File: src/rtl/cfg_pkg.sv
// cfg_pkg: shared definitions for the configuration loader.
//   - header field offsets/widths and kind encodings
//   - FSM state encodings and the state enum
package cfg_pkg;

    // Header byte layout: [7:6] kind, [5:3] block address, [2:0] word index.
    localparam int unsigned KIND_LSB = 6;
    localparam int unsigned ADDR_LSB = 3;
    localparam int unsigned WSEL_LSB = 0;
    localparam int unsigned KIND_W   = 2;
    localparam int unsigned ADDR_W   = 3;
    localparam int unsigned WSEL_W   = 3;

    localparam logic [KIND_W-1:0] KIND_X  = 2'b00;
    localparam logic [KIND_W-1:0] KIND_Y  = 2'b01;
    localparam logic [KIND_W-1:0] KIND_AB = 2'b10;
    localparam logic [KIND_W-1:0] KIND_CX = 2'b11;

    localparam logic [2:0] ST_HDR    = 3'd0;
    localparam logic [2:0] ST_DATA   = 3'd1;
    localparam logic [2:0] ST_SETUP  = 3'd2;
    localparam logic [2:0] ST_STROBE = 3'd3;
    localparam logic [2:0] ST_HOLD   = 3'd4;

    typedef enum logic [2:0] {
        StHdr    = ST_HDR,
        StData   = ST_DATA,
        StSetup  = ST_SETUP,
        StStrobe = ST_STROBE,
        StHold   = ST_HOLD
    } state_t;

endpackage

File: src/rtl/cfg_hdr_decode.sv
// cfg_hdr_decode: combinational decode of a latched header byte.
// Ports:
//   hdr      in   8          latched header byte
//   kind_oh  out  4          one-hot kind {cx, ab, y, x}
//   word_oh  out  NUM_WORDS  one-hot word select (all zero when illegal)
//   illegal  out  1          word index >= NUM_WORDS
module cfg_hdr_decode
    import cfg_pkg::*;
#(
    parameter int unsigned NUM_WORDS = 4
) (
    input  logic [7:0]           hdr,
    output logic [3:0]           kind_oh,
    output logic [NUM_WORDS-1:0] word_oh,
    output logic                 illegal
);

    logic [KIND_W-1:0] kind;
    logic [WSEL_W-1:0] wsel;

    assign kind = hdr[KIND_LSB +: KIND_W];
    assign wsel = hdr[WSEL_LSB +: WSEL_W];

    always_comb begin
        kind_oh = '0;
        unique case (kind)
            KIND_X:  kind_oh[0] = 1'b1;
            KIND_Y:  kind_oh[1] = 1'b1;
            KIND_AB: kind_oh[2] = 1'b1;
            KIND_CX: kind_oh[3] = 1'b1;
        endcase
    end

    always_comb begin
        illegal = (32'(wsel) >= NUM_WORDS);
        word_oh = '0;
        for (int unsigned i = 0; i < NUM_WORDS; i++) begin
            word_oh[i] = !illegal && (32'(wsel) == i);
        end
    end

endmodule

File: src/rtl/cfg_loader.sv
// cfg_loader: byte-stream configuration loader. Accepts (header, data) frames over a
// valid/ready byte interface and drives a shared bus plus one set_* strobe per frame,
// framed by a setup cycle and a hold cycle.
// Ports:
//   clk, rst              clock, asynchronous active-high reset
//   in_data/in_valid      host byte stream; in_ready accepts (transfer = valid & ready)
//   abort                 drop partial frame, return to header state
//   clr_err               clear sticky err (a same-cycle new error wins)
//   cfg_in/cfg_addr       data byte and block address to the words
//   set_x/y/ab/cx         one-cycle strobes
//   word_en               one-hot word select
//   busy                  high outside the header state
//   err                   sticky illegal word index flag
//   wr_count              number of strobes issued (wraps)
module cfg_loader
    import cfg_pkg::*;
#(
    parameter int unsigned NUM_WORDS = 4,
    parameter int unsigned CNT_W     = 16
) (
    input  logic                 clk,
    input  logic                 rst,
    input  logic [7:0]           in_data,
    input  logic                 in_valid,
    output logic                 in_ready,
    input  logic                 abort,
    input  logic                 clr_err,
    output logic [7:0]           cfg_in,
    output logic [2:0]           cfg_addr,
    output logic                 set_x,
    output logic                 set_y,
    output logic                 set_ab,
    output logic                 set_cx,
    output logic [NUM_WORDS-1:0] word_en,
    output logic                 busy,
    output logic                 err,
    output logic [CNT_W-1:0]     wr_count
);

    state_t               state_q, state_d;
    logic [7:0]           hdr_q, hdr_d;
    logic [7:0]           cfg_in_q, cfg_in_d;
    logic [2:0]           cfg_addr_q, cfg_addr_d;
    logic [NUM_WORDS-1:0] word_en_q, word_en_d;
    logic [3:0]           strobe_q, strobe_d;
    logic                 rdy_q, rdy_d;
    logic                 busy_q, busy_d;
    logic                 err_q, err_d;
    logic [CNT_W-1:0]     cnt_q, cnt_d;

    logic [3:0]           kind_oh;
    logic [NUM_WORDS-1:0] word_oh;
    logic                 illegal;
    logic                 xfer;
    logic                 load_bus;

    cfg_hdr_decode #(
        .NUM_WORDS (NUM_WORDS)
    ) u_hdr_decode (
        .hdr     (hdr_q),
        .kind_oh (kind_oh),
        .word_oh (word_oh),
        .illegal (illegal)
    );

    // The ready flop reflects the state; abort must veto a same-cycle transfer so the
    // host keeps its byte, hence the single gate after the flop.
    assign in_ready = rdy_q & ~abort;
    assign xfer     = in_valid & in_ready;

    always_comb begin
        state_d = state_q;
        unique case (state_q)
            StHdr: begin
                if (xfer) state_d = StData;
            end
            StData: begin
                if (abort)     state_d = StHdr;
                else if (xfer) state_d = illegal ? StHdr : StSetup;
            end
            StSetup:  state_d = abort ? StHdr : StStrobe;
            // The strobe is already on the wire; abort only skips the hold cycle.
            StStrobe: state_d = abort ? StHdr : StHold;
            StHold:   state_d = StHdr;
            default:  state_d = StHdr;
        endcase
    end

    always_comb begin
        hdr_d      = hdr_q;
        cfg_in_d   = cfg_in_q;
        cfg_addr_d = cfg_addr_q;
        word_en_d  = word_en_q;
        err_d      = err_q;

        if (state_q == StHdr && xfer) hdr_d = in_data;

        // Bus is loaded on the data transfer so it is already valid in SETUP.
        load_bus = (state_q == StData) && xfer && !illegal;
        if (load_bus) begin
            cfg_in_d   = in_data;
            cfg_addr_d = hdr_q[ADDR_LSB +: ADDR_W];
            word_en_d  = word_oh;
        end
        if (abort) word_en_d = '0;

        if (state_q == StData && xfer && illegal) err_d = 1'b1;
        else if (clr_err)                         err_d = 1'b0;

        strobe_d = (state_d == StStrobe) ? kind_oh : 4'b0000;
        cnt_d    = (state_d == StStrobe) ? cnt_q + 1'b1 : cnt_q;
        rdy_d    = (state_d == StHdr) || (state_d == StData);
        busy_d   = (state_d != StHdr);
    end

    always_ff @(posedge clk or posedge rst) begin
        if (rst) begin
            state_q    <= StHdr;
            hdr_q      <= '0;
            cfg_in_q   <= '0;
            cfg_addr_q <= '0;
            word_en_q  <= '0;
            strobe_q   <= '0;
            rdy_q      <= 1'b1;
            busy_q     <= 1'b0;
            err_q      <= 1'b0;
            cnt_q      <= '0;
        end else begin
            state_q    <= state_d;
            hdr_q      <= hdr_d;
            cfg_in_q   <= cfg_in_d;
            cfg_addr_q <= cfg_addr_d;
            word_en_q  <= word_en_d;
            strobe_q   <= strobe_d;
            rdy_q      <= rdy_d;
            busy_q     <= busy_d;
            err_q      <= err_d;
            cnt_q      <= cnt_d;
        end
    end

    assign cfg_in   = cfg_in_q;
    assign cfg_addr = cfg_addr_q;
    assign word_en  = word_en_q;
    assign set_x    = strobe_q[0];
    assign set_y    = strobe_q[1];
    assign set_ab   = strobe_q[2];
    assign set_cx   = strobe_q[3];
    assign busy     = busy_q;
    assign err      = err_q;
    assign wr_count = cnt_q;

endmodule

File: config.mk
export PLATFORM = sky130hd
export DESIGN_NAME = cfg_loader
export DESIGN_NICKNAME = d
export VERILOG_FILES = /design/src/rtl/cfg_pkg.sv /design/src/rtl/cfg_hdr_decode.sv /design/src/rtl/cfg_loader.sv
export SDC_FILE = /design/constraint.sdc
export NUM_CORES = 1
export LEC_CHECK = 0
export BUFFER_PORTS_ARGS = -buffer_cell sky130_fd_sc_hd__buf_2
export CORE_MARGIN = 2
export CORE_UTILIZATION = 56
export DETAILED_ROUTE_END_ITERATION = 8
export PLACE_DENSITY = 0.84
export SETUP_SLACK_MARGIN = 0.5
export SLEW_MARGIN = 10
export SYNTH_ARGS = -nofsm -noshare
export SYNTH_HDL_FRONTEND = slang
export SYNTH_SLANG_ARGS = --single-unit
export TNS_END_PERCENT = 1
File: constraint.sdc
create_clock -name clk -period 4.81 [get_ports clk]
set_clock_uncertainty 0.1 [all_clocks]
set_input_delay 0.2405 -clock clk [delete_from_list [all_inputs] [get_ports clk]]
set_output_delay 0.2405 -clock clk [all_outputs]
set_load 0.02 [all_outputs]
* After elaboration in Yosys (flattened, before gate mapping)
Index checks and enable logic that the tools add are counted.
W data, S select, Z words.
** Storage, ports and cells
- Latch bits :: 0
- Input port bits :: 13
- Bits in read-only memories :: 0
- Word-level logic and storage cells :: 59
- Register bits after elaboration :: 49
- Memories kept :: 0
- Memory bits (writable) :: 0
** Operators by class
- Reductions and logical operators :: 17
- Order comparisons :: 1
- Add/subtract/negate cells :: 1
- Shift operators :: 0
- $mul :: 0
- Muxes and demuxes :: 16
- Bitwise logic cells :: 3
- Divide/modulo/power cells :: 0
- Equal/unequal tests :: 11
** Operators with widths (count)
- $add A16 B1 Y16 const B :: 1
- $eq A3 B2 Y1 const B :: 5
- $mux W3 :: 4
- $mux W4 :: 3
- $pmux W3 S4 :: 1
- $eq A3 B1 Y1 const B :: 3
- $logic_not A3 Y1 :: 3
- $logic_and A1 B1 Y1 :: 8
- $mux W1 :: 6
- $eq A2 B2 Y1 const B :: 2
- $mux W2 :: 2
- $reduce_bool A2 Y1 :: 2
- $ge A3 B3 Y1 const B :: 1
- $reduce_bool A3 Y1 :: 1
- $and A1 B1 Y1 :: 2
- $eq A2 B1 Y1 const B :: 1
- $logic_not A2 Y1 :: 1
- $logic_not A1 Y1 :: 1
- $logic_or A1 B1 Y1 :: 1
- $not A1 Y1 :: 1

* Logic depth before layout (Yosys ltp)
- Depth after elaboration :: 8
- Mapped depth :: 6
- Gate-level depth less buffers :: 4

* Cells and area by module
From an unflattened synthesis, not the netlist that was laid out.
** Second synthesis, totals
- Cell total of the unflattened synthesis :: 160
- Area total of the unflattened synthesis :: 2044.5 um2
** Modules (own cells, without submodules)
- cfg_loader :: area each 1989.4 um2, seq. area each 1227.4 um2, cells an instance 151, instances 1
- cfg_hdr_decode :: area each 55.1 um2, seq. area each 0.0 um2, cells an instance 9, instances 1

* Worst setup path after synthesis
No wires, ideal clock.
- Kind :: register to register
- Start point :: register state_q[0]
- End point :: register cnt_q[14], in the netlist wr_count[14]
- Required time :: 4.581 ns
- Setup time :: 0.129 ns
- Data arrival time :: 1.503 ns
- Clock period less this slack :: 1.733 ns
- Setup slack :: 3.077 ns
- Buffers on the path :: 1
- Cell stages (with the launch flop) :: 6
- Path through :: dfrtp_1 > or4b_4 > buf_6 > nor3_4 > nand4_1 > xnor2_1
** On the way
- Word-level cells in the longest chain between the ends :: 4
- Elaborated cells on any way between the ends :: 9
- Those cells by class :: eq/ne: 4; mux: 4; reduce/logical: 1
** Ends and longest elaborated chain
- from (decl) :: RTL line cfg_loader.sv:40 : state_t state_q, state_d;
- from (signal assigned) :: RTL line cfg_loader.sv:118 : state_q <= StHdr;
- from (signal assigned) :: RTL line cfg_loader.sv:129 : state_q <= state_d;
- $mux W3 :: RTL line cfg_loader.sv:79 : else if (xfer) state_d = illegal ? StHdr : StSetup;
- $mux W3 :: RTL line cfg_loader.sv:78 : if (abort) state_d = StHdr;
- $pmux W3 S4 (*) :: RTL line cfg_loader.sv:73 : unique case (state_q)
- $eq A3 B2 Y1 (*) :: RTL line cfg_loader.sv:111 : cnt_d = (state_d == StStrobe) ? cnt_q + 1'b1 : cnt_q;
- to (signal assigned) :: RTL line cfg_loader.sv:138 : cnt_q <= cnt_d;
- to (decl) :: RTL line cfg_loader.sv:49 : logic [CNT_W-1:0] cnt_q, cnt_d;
Mark *: on every way between the ends. The rest lies on a longest branch, timed or not.
A chain may end at the register's enable or synchronous reset.

* Final worst setup path
- Start point :: register rdy_q
- End point :: register word_en_q[2], in the netlist word_en[2]
** On the way
- Word-level cells in the longest chain between the ends :: 5
** Ends and longest elaborated chain
- from (decl) :: RTL line cfg_loader.sv:46 : logic rdy_q, rdy_d;
- from (signal assigned) :: RTL line cfg_loader.sv:135 : rdy_q <= rdy_d;
- $and A1 B1 Y1 :: RTL line cfg_loader.sv:68 : assign in_ready = rdy_q & ~abort;
- $and A1 B1 Y1 :: RTL line cfg_loader.sv:69 : assign xfer = in_valid & in_ready;
- $logic_and A1 B1 Y1 (2 in a row) :: RTL line cfg_loader.sv:99 : load_bus = (state_q == StData) && xfer && !illegal;
- $reduce_bool A2 Y1 (no source line)
- to (signal assigned) :: RTL line cfg_loader.sv:133 : word_en_q <= word_en_d;
- to (decl) :: RTL line cfg_loader.sv:44 : logic [NUM_WORDS-1:0] word_en_q, word_en_d;
Every way passes these cells.

==> flow_summary.ini <==
[global_route]
grt_pass1_wl_mm = 6.10
antenna_found_initial = 0
grt_pass1_vias = 1313
grt_usage_pct = 20.0
grt_start_max_net_pins = 50
grt_overflow = 0

[cts]
cts_hold_buf = 1
clkTransAtPathRegs_ns = 0.14
h-tree-depth = 2
root_buffer = clkbuf_4
post_cts_resize_count = 0
insertion_delay_ns = 0.36
numCtsBuffers = 5
cts_setup_buffers = 0
cts_tree = built
numClockSinks = 49
ctsLongestPathBuffers = 2

[layout]
syn_to_final_growth_pct = 19.1
fin_util_pct = 70.3
final_cells = 255
nets = 222
antenna_cells = 0
drive_gt1_share_pct = 39.7

[yosys]
syn_nets = 167
synth-simple-area-share_pct = 15.7
synth_adder_area_share_pct = 0.630
synth.distinct_cells = 34
syn_inst = 153
synth_sequential_area_ratio_pct = 61.8
synth.area.mux_share_pct = 10.8
synth-compound-area-share_pct = 1.89
yosys_warnings = 0
synth-xor-area-share_pct = 7.05
avgSynthCellArea_um2 = 13.0
synth_top_family_by_area = simple AND/OR/NAND/NOR gates
syn_area_um2 = 1990
ys_ff_latch = 49

[worst_setup_path]
worstPathRequired_ns = 5.01
slowest_delay_ns = 0.72
critPathTopFamily = simple AND/OR/NAND/NOR gates
cp_max_fo = 21
cp_slowest_cell = nand4b_1
startpoint_type = flop
worst_setup_path_end_kind = flop
crit_chain = and3b_1, nand4b_1, or3b_1, a21oi_1
path_buf_inv = 0
crit_arrival_ns = 2.64
crit_type = flop to flop

[outcome]
violations = hold timing
outcome = finished, violations left

[route]
wl_per_cell_um = 14.4
drcViolationCount = 0
viasPerCell = 5.22
drtIter0Drc = 30
postRouteAntennaNets = 0
vias = 1332
routed_wirelength_mm = 3.68
first_pass_iters = 4

[sta]
timing.fmax_mhz = 409
fin_hold_ws_ns = -0.0204
tightest_slew_ns = 0.967
rsz0062_at_grt = no
setup_slack_ns = 2.37
slew_viol_final = 0
min_period_ns = 2.44
relSlewSlack_pct = 35.4
setup_tns_ns = 0
period_share_pct = 50.8
hold_violations = 25
setup_violations = 0

[run]
max_cap_violations = 0

[placement]
dp_hpwl_mm = 2.67
gp_congestion = 0.760
place_ws_ns = 2.41
numPlacedInstances = 244
port_buffers = 50

[floorplanning]
rows = 21
die-area_um2 = 4040
die_h_um = 63.6
core_um2 = 3360
initial_core_util_pct = 59.1
ios = 51
die_width_um = 63.6

[power_and_ir_drop]
peakVddDrop_mv = 0.315
power_leakage_nw = 1.22
p_per_area_nw_per_um2 = 432

[worst_hold_path]
min_path_type = input port to asynchronous set/reset pin
==> final cells by class <==
type | count | area [µm²]
Inverter | 2 | 7.51
Timing Repair Buffer | 53 | 280
Sequential cell | 49 | 1230
Fill cell | 269 | 997
Tap cell | 46 | 57.6
Clock inverter | 1 | 5.00
Multi-Input combinational cell | 97 | 723
Clock buffer | 7 | 65.1
==> per-stage QoR <==
step                      power (W)  instance area [µm²]  hold WS, ns
after floorplan            0.000729                 1990        0.237
after global placement     0.000809                 2270        0.320
after detailed placement   0.000824                 2270        0.346
after CTS                   0.00103                 2350      0.00424
after global routing        0.00108                 2370      0.00668
final                       0.00102                 2370      -0.0204
==> state kept, by name, indices dropped and copies added, names as in the netlist <==
register  cells
cfg_addr      3
cfg_in        8
err           1
state_q       3
wr_count     16
busy          1
word_en       4
hdr_q         8
strobe_q      4
rdy_q         1
==> synthesized netlist by cell type <==
cell type	instances	share of area [%]
a21boi_0	1	0.38
a21oi_1	5	1.3
and2_1	1	0.32
and3_1	4	1.3
and3b_1	1	0.44
and4_1	1	0.44
buf_2	1	0.25
buf_6	2	1.1
clkbuf_1	2	0.38
dfrtp_1	48	60
dfstp_2	1	1.3
ha_1	1	0.63
inv_1	2	0.38
mux2_2	19	11
nand2_1	17	3.2
nand2b_1	1	0.32
nand3_1	4	1.0
nand3b_1	1	0.38
nand4_1	6	1.9
nand4b_1	1	0.44
nor2_1	3	0.57
nor2_2	1	0.32
nor2b_1	1	0.32
nor3_1	4	1.0
nor3_4	1	0.82
nor3b_1	1	0.38
nor4b_1	1	0.44
o21ai_0	1	0.25
or2_0	1	0.32
or3_1	1	0.32
or3b_1	2	0.88
or4b_4	1	0.69
xnor2_1	11	4.8
xor2_1	5	2.2
==> per-layer routing <==
metal / part of all wire, % / global-route usage [%] / vias to the layer above
li1: - / - / 643
met1: 42 / 24.0 / 641
met5: 0 / 0 / -
met2: 50 / 32.9 / 41
met4: 2.1 / 9.24 / 0
met3: 5.3 / 6.43 / 7
==> final timing paths <==
kind                       cells past startpoint  slack [ns]                     start                        to
max in group asynchronous                      2        4.03                       rst   wr_count[6]$_DFFE_PP0N_
max reg2reg                                    4        2.37           rdy_q$_DFF_PP1_    word_en[2]$_DFFE_PP0P_
min                                            2       -0.02                       rst  wr_count[15]$_DFFE_PP0N_
min in group clk                               2        0.02                in_data[2]     cfg_in[2]$_DFFE_PP0P_
min reg2reg                                    1        0.39  wr_count[15]$_DFFE_PP0N_  wr_count[15]$_DFFE_PP0N_
max                                            4        2.37           rdy_q$_DFF_PP1_    word_en[2]$_DFFE_PP0P_
==> cells by family (layout without fill, tap and decap cells) <==
kind of cell,after synthesis,in the layout
AO/OA/AOI/OAI,7,7
XOR/XNOR,16,16
adder cells (fa/ha/maj),1,1
buffers and inverters,7,63
flip-flops,49,49
multiplexers,19,19
AND/OR/NAND/NOR,54,54
==> cells in the final DEF (no fill, tap or decap) <==
| master | count |
|---|---|
| and2_1 | 1 |
| nor3_4 | 1 |
| clkbuf_8 | 2 |
| clkbuf_4 | 5 |
| and3b_1 | 1 |
| nand3_1 | 4 |
| nor2_1 | 3 |
| dfstp_2 | 1 |
| or2_0 | 1 |
| or3_1 | 1 |
| clkinv_2 | 1 |
| nand2b_1 | 1 |
| nand4b_1 | 1 |
| nor3_1 | 4 |
| dlygate4sd3_1 | 3 |
| a21boi_0 | 1 |
| nand4_1 | 6 |
| or4b_4 | 1 |
| nor3b_1 | 1 |
| and3_1 | 4 |
| buf_2 | 50 |
| nor2_2 | 1 |
| o21ai_0 | 1 |
| nand2_1 | 17 |
| dfrtp_1 | 48 |
| inv_2 | 1 |
| a21oi_1 | 5 |
| nor2b_1 | 1 |
| ha_1 | 1 |
| xnor2_1 | 11 |
| or3b_1 | 2 |
| inv_1 | 1 |
| nand3b_1 | 1 |
| xor2_1 | 5 |
| mux2_2 | 19 |
| nor4b_2 | 1 |
| and4_1 | 1 |
==> power breakdown <==
part / leakage [nW] / internal [W] / switching (W)
clock network: 0.0413 / 0.0000849 / 0.000125
registers: 0.639 / 0.000496 / 0.0000580
logic: 0.536 / 0.000116 / 0.000143
No activity file was read; power rests on OpenSTA's default activity.
